**src/rtl/dice_pkg.sv**
```systemverilog
// dice_pkg: shared types and constants for the dice consumer blocks.
//   dice_state_e   : scorer FSM states (IDLE, ROLLING, OVER)
//   PIP_1..PIP_6   : 7-LED face patterns, bit order
//                    [0]TL [1]TR [2]ML [3]C [4]MR [5]BL [6]BR, 1 = lit
//   PIP_OFF        : blank face, shown for "no value" and illegal codes
//   THROW_MIN/MAX  : legal dice value range
//   is_legal_throw : 1 when a 3-bit dice value lies in THROW_MIN..THROW_MAX
package dice_pkg;

  typedef enum logic [1:0] {
    IDLE    = 2'd0,
    ROLLING = 2'd1,
    OVER    = 2'd2
  } dice_state_e;

  localparam logic [6:0] PIP_OFF = 7'h00;
  localparam logic [6:0] PIP_1   = 7'h08;
  localparam logic [6:0] PIP_2   = 7'h41;
  localparam logic [6:0] PIP_3   = 7'h49;
  localparam logic [6:0] PIP_4   = 7'h63;
  localparam logic [6:0] PIP_5   = 7'h6B;
  localparam logic [6:0] PIP_6   = 7'h77;

  localparam logic [2:0] THROW_MIN = 3'd1;
  localparam logic [2:0] THROW_MAX = 3'd6;

  function automatic logic is_legal_throw(input logic [2:0] t);
    return (t >= THROW_MIN) && (t <= THROW_MAX);
  endfunction

endpackage

```
**src/rtl/dice_pips.sv**
```systemverilog
// dice_pips: combinational decoder from a 3-bit dice value to a 7-LED face.
//   value : dice value; 1..6 light the matching face, 0 and 7 blank it
//   pips  : [0]TL [1]TR [2]ML [3]C [4]MR [5]BL [6]BR, 1 = lit
import dice_pkg::*;

module dice_pips (
  input  logic [2:0] value,
  output logic [6:0] pips
);

  always_comb begin
    pips = PIP_OFF;
    case (value)
      3'd1:    pips = PIP_1;
      3'd2:    pips = PIP_2;
      3'd3:    pips = PIP_3;
      3'd4:    pips = PIP_4;
      3'd5:    pips = PIP_5;
      3'd6:    pips = PIP_6;
      default: pips = PIP_OFF;
    endcase
  end

endmodule

```
**src/rtl/dice_scorer.sv**
```systemverilog
// dice_scorer: consumer end of the electronic dice. Watches the roll button
// and the dice value, captures the settled value on every button release,
// accumulates a saturating score, counts valid rolls, flags doubles and
// drives a pip face. The game ends after MAX_ROLLS valid rolls; new_game
// restarts it.
//
// Ports:
//   clk, rst      : clock (rising edge), synchronous active-high reset
//   button        : roll button, high while the dice is rolling
//   throw         : dice value, final at the release edge
//   new_game      : synchronous game restart (pulse or level)
//   score         : saturating sum of valid captured throws
//   rolls         : number of valid captures this game
//   last          : most recent valid throw, 0 = none yet
//   pips          : face of the live throw while rolling, else of last
//   roll_valid    : 1-cycle pulse after each valid capture
//   bad_throw     : 1-cycle pulse after a capture of 0 or 7
//   double_flag   : last valid capture equalled the one before it
//   game_over     : high while the game is over
//   state_dbg     : current FSM state (dice_state_e encoding)
//
// Handshake: there is no ready/valid pair here. A capture is the single
// event "state is ROLLING and button falls" (button_q=1, button=0); its
// result is visible one cycle later together with roll_valid or bad_throw.
import dice_pkg::*;

module dice_scorer #(
  parameter int MAX_ROLLS = 10,
  parameter int ROLL_W    = 4,
  parameter int SCORE_W   = 8
) (
  input  logic               clk,
  input  logic               rst,
  input  logic               button,
  input  logic [2:0]         throw,
  input  logic               new_game,
  output logic [SCORE_W-1:0] score,
  output logic [ROLL_W-1:0]  rolls,
  output logic [2:0]         last,
  output logic [6:0]         pips,
  output logic               roll_valid,
  output logic               bad_throw,
  output logic               double_flag,
  output logic               game_over,
  output logic [1:0]         state_dbg
);

  localparam logic [ROLL_W-1:0] MAX_R = ROLL_W'(MAX_ROLLS);

  dice_state_e state, state_nxt;
  logic        button_q;
  logic        release_ev;
  logic        capture;
  logic        legal;
  logic        take_valid;
  logic        take_bad;
  logic [SCORE_W:0]   sum_ext;
  logic [SCORE_W-1:0] score_sat;
  logic [2:0]  face_val;

  // A release only counts while ROLLING; button_q is cleared by reset so a
  // button held through reset cannot produce a spurious release.
  assign release_ev = button_q & ~button;
  assign capture    = (state == ROLLING) & release_ev;
  assign legal      = is_legal_throw(throw);

  // new_game wins over a simultaneous release: that capture is dropped.
  assign take_valid = capture & legal  & ~new_game;
  assign take_bad   = capture & ~legal & ~new_game;

  // One extra bit catches the carry; on carry the score pins at all-ones.
  assign sum_ext   = {1'b0, score} + (SCORE_W+1)'(throw);
  assign score_sat = sum_ext[SCORE_W] ? {SCORE_W{1'b1}} : sum_ext[SCORE_W-1:0];

  always_comb begin
    state_nxt = state;
    case (state)
      IDLE: begin
        // Game end is taken one cycle after the capture that reached
        // MAX_ROLLS, from IDLE, before any new press is honoured.
        if (rolls == MAX_R)  state_nxt = OVER;
        else if (button)     state_nxt = ROLLING;
      end
      ROLLING: begin
        if (release_ev)      state_nxt = IDLE;
      end
      OVER: begin
        state_nxt = OVER;
      end
      default: state_nxt = IDLE;
    endcase
    if (new_game) state_nxt = button ? ROLLING : IDLE;
  end

  always_ff @(posedge clk) begin
    if (rst) begin
      state       <= IDLE;
      button_q    <= 1'b0;
      score       <= '0;
      rolls       <= '0;
      last        <= 3'd0;
      double_flag <= 1'b0;
      roll_valid  <= 1'b0;
      bad_throw   <= 1'b0;
    end else begin
      state      <= state_nxt;
      button_q   <= button;
      roll_valid <= take_valid;
      bad_throw  <= take_bad;
      if (new_game) begin
        score       <= '0;
        rolls       <= '0;
        last        <= 3'd0;
        double_flag <= 1'b0;
      end else if (take_valid) begin
        score       <= score_sat;
        rolls       <= rolls + ROLL_W'(1);
        last        <= throw;
        double_flag <= (rolls != '0) && (throw == last);
      end
    end
  end

  // While rolling the face animates with the live dice value.
  assign face_val = (state == ROLLING) ? throw : last;

  dice_pips u_pips (
    .value (face_val),
    .pips  (pips)
  );

  assign game_over = (state == OVER);
  assign state_dbg = state;

endmodule
```
**config.mk**
```make
export PLATFORM = sky130hd
export DESIGN_NAME = dice_scorer
export DESIGN_NICKNAME = d
export VERILOG_FILES = /design/src/rtl/dice_pkg.sv /design/src/rtl/dice_pips.sv /design/src/rtl/dice_scorer.sv
export SDC_FILE = /design/constraint.sdc
export NUM_CORES = 1
export LEC_CHECK = 0
export ABC_AREA = 1
export BUFFER_PORTS_ARGS = -buffer_cell sky130_fd_sc_hd__clkbuf_2
export CAP_MARGIN = 40
export CORE_MARGIN = 8
export CORE_UTILIZATION = 38
export DETAILED_ROUTE_END_ITERATION = 6
export GPL_TIMING_DRIVEN = 0
export PLACE_DENSITY = 0.68
export SYNTH_ARGS = -nofsm -noshare
export SYNTH_HDL_FRONTEND = slang
export SYNTH_SLANG_ARGS = --single-unit
```
**constraint.sdc**
```tcl
create_clock -name clk -period 1.6 [get_ports clk]
set_input_delay 0.24 -clock clk [delete_from_list [all_inputs] [get_ports clk]]
set_output_delay 0.24 -clock clk [all_outputs]
set_load 0.02 [all_outputs]
```
==> flow_metrics.py, run 1 <==
metrics = {
    "logic_synthesis": {
        "synthAdderAreaFrac_pct": 7.58,
        "synth-simple-area-share_pct": 28.2,
        "synth_xor_area_share_pct": 3.49,
        "syn_nets": 190,
        "synth_seq_cells": 21,
        "synth_compound_area_share_pct": 15.6,
        "synth.distinct_cells": 29,
        "synth_top_family_by_area": "simple AND/OR/NAND/NOR gates",
        "yosysSeqAreaShare_pct": 33.5,
        "syn-instance-count": 176,
        "synth_area_um2": 1250,
        "yosysWarnings": 0,
        "yosysTopAreaCell": "dfxtp_1",
        "synthMuxAreaShare_pct": 0,
        "synth_top_area_share_pct": 33.5,
        "netlist_top_cells_area": "dfxtp_1 (33%), nand2_1 (11%), a21oi_1 (6.8%)",
        "syn_avg_cell_area_um2": 7.13,
    },
    "route": {
        "drtIter0Drc": 64,
        "dr.pass1.iters": 4,
        "routed_via_density": 4.88,
        "ant_nets": 0,
        "wl_per_cell_um": 13.0,
        "vias": 1317,
        "drcViolationCount": 0,
        "drt-total-wl_mm": 3.52,
    },
    "die": {
        "die_width_um": 73.5,
        "ios": 35,
        "core-area_um2": 3260,
        "die_h_um": 73.5,
        "start_util_pct": 38.5,
        "dieArea_um2": 5400,
        "row_count": 21,
    },
    "placement": {
        "dp_hpwl_mm": 2.34,
        "preCtsSetupSlack_ns": -0.206,
        "gp_congestion": 0.820,
        "dp.cells": 256,
        "placed_cell_area_um2": 1530,
        "portBuffers": 34,
    },
    "setup_path": {
        "crit_path_end_kind": "output pin",
        "slowest_stage": "dfxtp_4",
        "startpoint_type": "flip-flop",
        "crit_fanout": 6,
        "cpPeakStageDelay_ns": 0.39,
        "critPathArrivalTime_ns": 1.68,
        "cp_cell_sequence": "inv_6, nand2_8, clkinv_4, or2_1, o21ai_4, nand2_2, nor2_4, buf_4, clkbuf_8",
        "crit_required_ns": 1.36,
        "worst-setup-path-type": "reg -> out",
    },
    "layout": {
        "final_cell_mix": "nand2_1 (36), clkbuf_2 (27), dfxtp_1 (18)",
        "area_growth_pct": 41.6,
        "finish.instance_area_um2": 1780,
        "drive_above_1_share_pct": 37.9,
        "nets": 239,
        "fin_util_pct": 54.5,
        "final_common_cell": "nand2_1",
        "antenna_cells": 0,
        "layout.cells.non_filler": 270,
    },
    "timing": {
        "fin_hold_ws_ns": 0.131,
        "rsz0062_at_grt": "true",
        "fin_crit_ns": 1.92,
        "finalCritPeriodShare_pct": 120,
        "worstMarginPinSlew_ns": 0.554,
        "setup_violations": 7,
        "setup_tns_ns": -1.67,
        "hold_violations": 0,
        "skew_ns": 0.00503,
        "finalMaxSlewViolations": 0,
        "fmax_mhz": 522,
        "worst_slack_ns": -0.315,
        "maxSlewHeadroom_pct": 63.0,
    },
    "clock_network": {
        "cts_made_buffers": 3,
        "path_clk_slew_ns": 0.12,
        "clkLatencyLatePin_ns": 0.30,
        "clock_sinks": 21,
        "cts_tree": "built",
        "cts_max_path_buffers": 2,
        "h-tree-depth": 1,
        "cts_root_buf": "clkbuf_4",
    },
    "global_route": {
        "grt_pass1_wl_mm": 5.30,
        "grt_max_degree": 12,
        "grt_pass1_vias": 1188,
        "antenna_found_initial": 0,
        "grt_use_total_pct": 12.3,
        "grt_remaining_overflow": 0,
    },
    "flow_run": {
        "drv_cap": 0,
    },
    "power": {
        "ir_worst_vdd_mv": 0.512,
        "p_total_mw": 0.985,
        "power_density_nw_per_um2": 554,
        "p_leak_nw": 0.781,
        "swShare_pct": 28.3,
        "combPwrFrac_pct": 19.6,
        "seqPwrFrac_pct": 53.9,
        "p_int_mw": 0.707,
        "pwr-share-clk_pct": 26.5,
        "switchingPower_mw": 0.278,
    },
    "status": {
        "violations": "negative setup slack",
        "status": "finished, violations left",
    },
    "hold_path": {
        "hp-class": "in -> reg",
    },
}
## power groups by stage
stage	registers [mW]	clock network (mW)	logic, mW
global placement	0.541	0	0.138
global route	0.531	0.292	0.207
floorplan	0.544	0	0.0917
finish	0.531	0.261	0.193
CTS	0.530	0.273	0.174
detailed placement	0.541	0	0.139
## synth_stat cells, drive strengths merged
library cell,instances
nor3,2
a21oi,17
fa,1
nand4,2
clkinv,2
nor2,15
nand2,39
buf,5
o21ai,17
xor2,2
nand3,15
xnor2,3
inv,24
nor3b,1
or2,2
a31oi,1
dfxtp,21
a2111oi,1
ha,6
## sequential cells by signal, summed over array words and instances (netlist names)
name / flops
score: 8
state_dbg: 2
roll_valid: 1
bad_throw: 1
last: 3
rolls: 4
double_flag: 1
button_q: 1
## path summary, 6_finish.rpt
check                           cells after the start                 startpoint                         to  slack, ns
worst max-delay path                                9  state_dbg[1]$_SDFFE_PP0P_                    pips[4]      -0.32
worst min-delay path                                2                   new_game  state_dbg[1]$_SDFFE_PP0P_       0.13
worst max register to register                      8      score[0]$_SDFFE_PP0P_      score[0]$_SDFFE_PP0P_       0.07
worst min register to register                      2      score[2]$_SDFFE_PP0P_      score[2]$_SDFFE_PP0P_       0.50
## cell type report
| type | count | area, µm² |
|---|---|---|
| Fill cell | 318 | 1480 |
| Multi-Input combinational cell | 124 | 803 |
| Sequential cell | 21 | 429 |
| Timing Repair Buffer | 44 | 298 |
| Inverter | 26 | 110 |
| Tap cell | 46 | 57.6 |
| Buffer | 5 | 52.6 |
| Clock buffer | 4 | 26.3 |
## timing repair
item / in CTS / in global routing
resized for setup: 20 / 20
pin swaps: 6 / 5
endpoints found under the setup margin: 14 / 15
hold buffers: 0 / 0
buffers inserted: 9 / 1
## cell families after synthesis
kind of cell             count (synthesis)
AO/OA/AOI/OAI                           36
AND/OR/NAND/NOR                         76
XOR/XNOR                                 5
flip-flops                              21
buffers and inverters                   31
adder cells (fa/ha/maj)                  7
## worst max-delay path: cells and delay by family (launching register included)
kind | cells | cell delay, ns
DFF | 1 | 0.39
buffers and inverters | 4 | 0.33
AOI/OAI and AO/OA | 1 | 0.12
and+or+nand+nor | 4 | 0.52
## routing by layer
layer	vias up	routed length, µm	track usage (%)
met2	27	1790	21.1
met4	0	53	3.77
met3	4	91	2.86
li1	673	-	-
met1	613	1580	14.7
met5	-	0	0
Power figures use the tool's default switching activity.
==> run 2, diff against run 1 <==
CORE_UTILIZATION = 46   (was 38)
PLACE_DENSITY = 0.75   (was 0.68)
==> run 2 against run 1 <==
The run still ends with negative setup slack left. Sequential power is essentially flat. Sequential share of layout area grew 0.19 points. Combinational power grew 2%. Die area shrank 14%. Clock-buffer cell count is the same. Total power grew 0.24%. Clock power is essentially flat. Global-route usage grew 2.3 points. Sequential cell count is the same. Largest cell class unchanged.
==> flow_metrics.py, run 2 (synthesis results as in run 1) <==
metrics = {
    "status": {
        "status": "finished, violations left",
        "violations": "negative setup slack",
    },
    "layout": {
        "final_cell_mix": "nand2_1 (36), clkbuf_2 (27), dfxtp_1 (18)",
        "final_common_cell": "nand2_1",
        "layout.cells.non_filler": 253,
        "antenna_cells": 0,
        "drive_above_1_share_pct": 37.8,
        "finish.instance_area_um2": 1760,
        "fin_util_pct": 66.2,
        "area_growth_pct": 40.5,
        "largest_reg_flops": 8,
        "top_register": "score",
        "reg_top3": "score (8), rolls (4), last (3)",
        "nets": 237,
    },
    "power": {
        "switchingPower_mw": 0.278,
        "seqPwrFrac_pct": 53.7,
        "ir_worst_vdd_mv": 0.528,
        "swShare_pct": 28.2,
        "pwr-share-clk_pct": 26.4,
        "power_density_nw_per_um2": 560,
        "combPwrFrac_pct": 19.9,
        "p_leak_nw": 0.780,
        "p_int_mw": 0.709,
    },
    "clock_network": {
        "h-tree-depth": 1,
        "clock_sinks": 21,
        "cts_tree": "built",
        "clkLatencyLatePin_ns": 0.31,
        "cts_max_path_buffers": 2,
        "cts_root_buf": "clkbuf_4",
        "cts_made_buffers": 3,
        "cts_hold_buffers": 0,
        "path_clk_slew_ns": 0.11,
    },
    "route": {
        "vias": 1303,
        "drcViolationCount": 0,
        "ant_nets": 0,
        "drtIter0Drc": 44,
        "drt-total-wl_mm": 3.34,
        "routed_via_density": 5.15,
        "wl_per_cell_um": 13.2,
        "dr.pass1.iters": 4,
    },
    "setup_path": {
        "r2r_slack_ns": 0.10,
        "startpoint_type": "flip-flop",
        "critPathArrivalTime_ns": 1.70,
        "crit_path_end_kind": "output pin",
        "crit_fanout": 5,
        "crit_required_ns": 1.36,
        "worst-setup-path-type": "reg -> out",
    },
    "placement": {
        "portBuffers": 34,
        "dp.cells": 241,
        "gp_congestion": 0.825,
        "placed_cell_area_um2": 1510,
        "dp_hpwl_mm": 2.29,
        "preCtsSetupSlack_ns": -0.217,
    },
    "global_route": {
        "grt_use_total_pct": 14.6,
        "antenna_found_initial": 0,
        "grt_remaining_overflow": 0,
        "grt_pass1_wl_mm": 5.34,
        "grt_max_degree": 12,
        "grt_pass1_vias": 1220,
    },
    "flow_run": {
        "drv_cap": 0,
    },
    "timing": {
        "fin_crit_ns": 1.94,
        "finalMaxSlewViolations": 0,
        "fmax_mhz": 516,
        "hold_violations": 0,
        "maxSlewHeadroom_pct": 62.6,
        "rsz0062_at_grt": "true",
        "worst_slack_ns": -0.338,
        "finalCritPeriodShare_pct": 121,
        "setup_violations": 7,
        "fin_hold_ws_ns": 0.158,
        "skew_ns": 0.00797,
        "worstMarginPinSlew_ns": 0.559,
    },
    "die": {
        "die_width_um": 68.2,
        "dieArea_um2": 4660,
        "row_count": 19,
        "core-area_um2": 2660,
        "ios": 35,
        "start_util_pct": 47.1,
        "die_h_um": 68.2,
    },
    "hold_path": {
        "hp-class": "in -> reg",
    },
}
run 2: critical path, cell delays in order, from the launching register on:
cell,delay (ns)
dfxtp_4,0.37
inv_4,0.07
nand2_8,0.06
clkinv_4,0.05
or2_1,0.11
o21ai_2,0.10
buf_12,0.14
o21ai_4,0.16
o21ai_4,0.08
buf_6,0.11
clkbuf_8,0.14
run 2: final timing paths:
| kind | end | cells after the start | startpoint |
|---|---|---|---|
| setup / recovery | pips[6] | 10 | state_dbg[1]$_SDFFE_PP0P_ |
| hold reg to reg | score[2]$_SDFFE_PP0P_ | 2 | score[2]$_SDFFE_PP0P_ |
| setup reg to reg | score[2]$_SDFFE_PP0P_ | 8 | score[0]$_SDFFE_PP0P_ |
| hold / removal | button_q$_SDFF_PP0_ | 3 | button |
run 2: repair_timing:
action | in CTS | in global routing
endpoints found under the setup margin | 14 | 15
resized for setup | 23 | 18
pin swaps | 4 | 4
setup buffers | 6 | 2
run 2: layout make-up:
type	count	area [µm²]
clock buffer	4	26.3
inverter	26	108
fill	254	900
buffer	5	56.3
sequential	21	429
tap	31	38.8
timing repair buffer	42	299
multi-input combinational	124	806
run 2: power by group through the flow:
stage | combinational, mW | clock [mW] | sequential [mW]
6_report | 0.197 | 0.260 | 0.530
3_3_place_gp | 0.137 | 0 | 0.541
4_1_cts | 0.178 | 0.266 | 0.530
2_1_floorplan | 0.0917 | 0 | 0.544
5_1_grt | 0.210 | 0.290 | 0.531
3_5_place_dp | 0.140 | 0 | 0.542
run 2: stage by stage:
stage	power (mW)	TNS, ns
3_5_place_dp	0.682	-1.15
4_1_cts	0.973	-1.95
6_report	0.987	-1.81
2_1_floorplan	0.636	-0.00397
5_1_grt	1.03	-2.34
3_3_place_gp	0.679	-1.06
run 2: routing by layer:
| metal | GRT usage (%) | routed length [µm] | vias to the layer above |
|---|---|---|---|
| li1 | - | - | 658 |
| met1 | 17.3 | 1510 | 610 |
| met5 | 0 | 0 | - |
| met3 | 2.45 | 210 | 5 |
| met2 | 25.3 | 1570 | 30 |
| met4 | 6.39 | 42 | 0 |
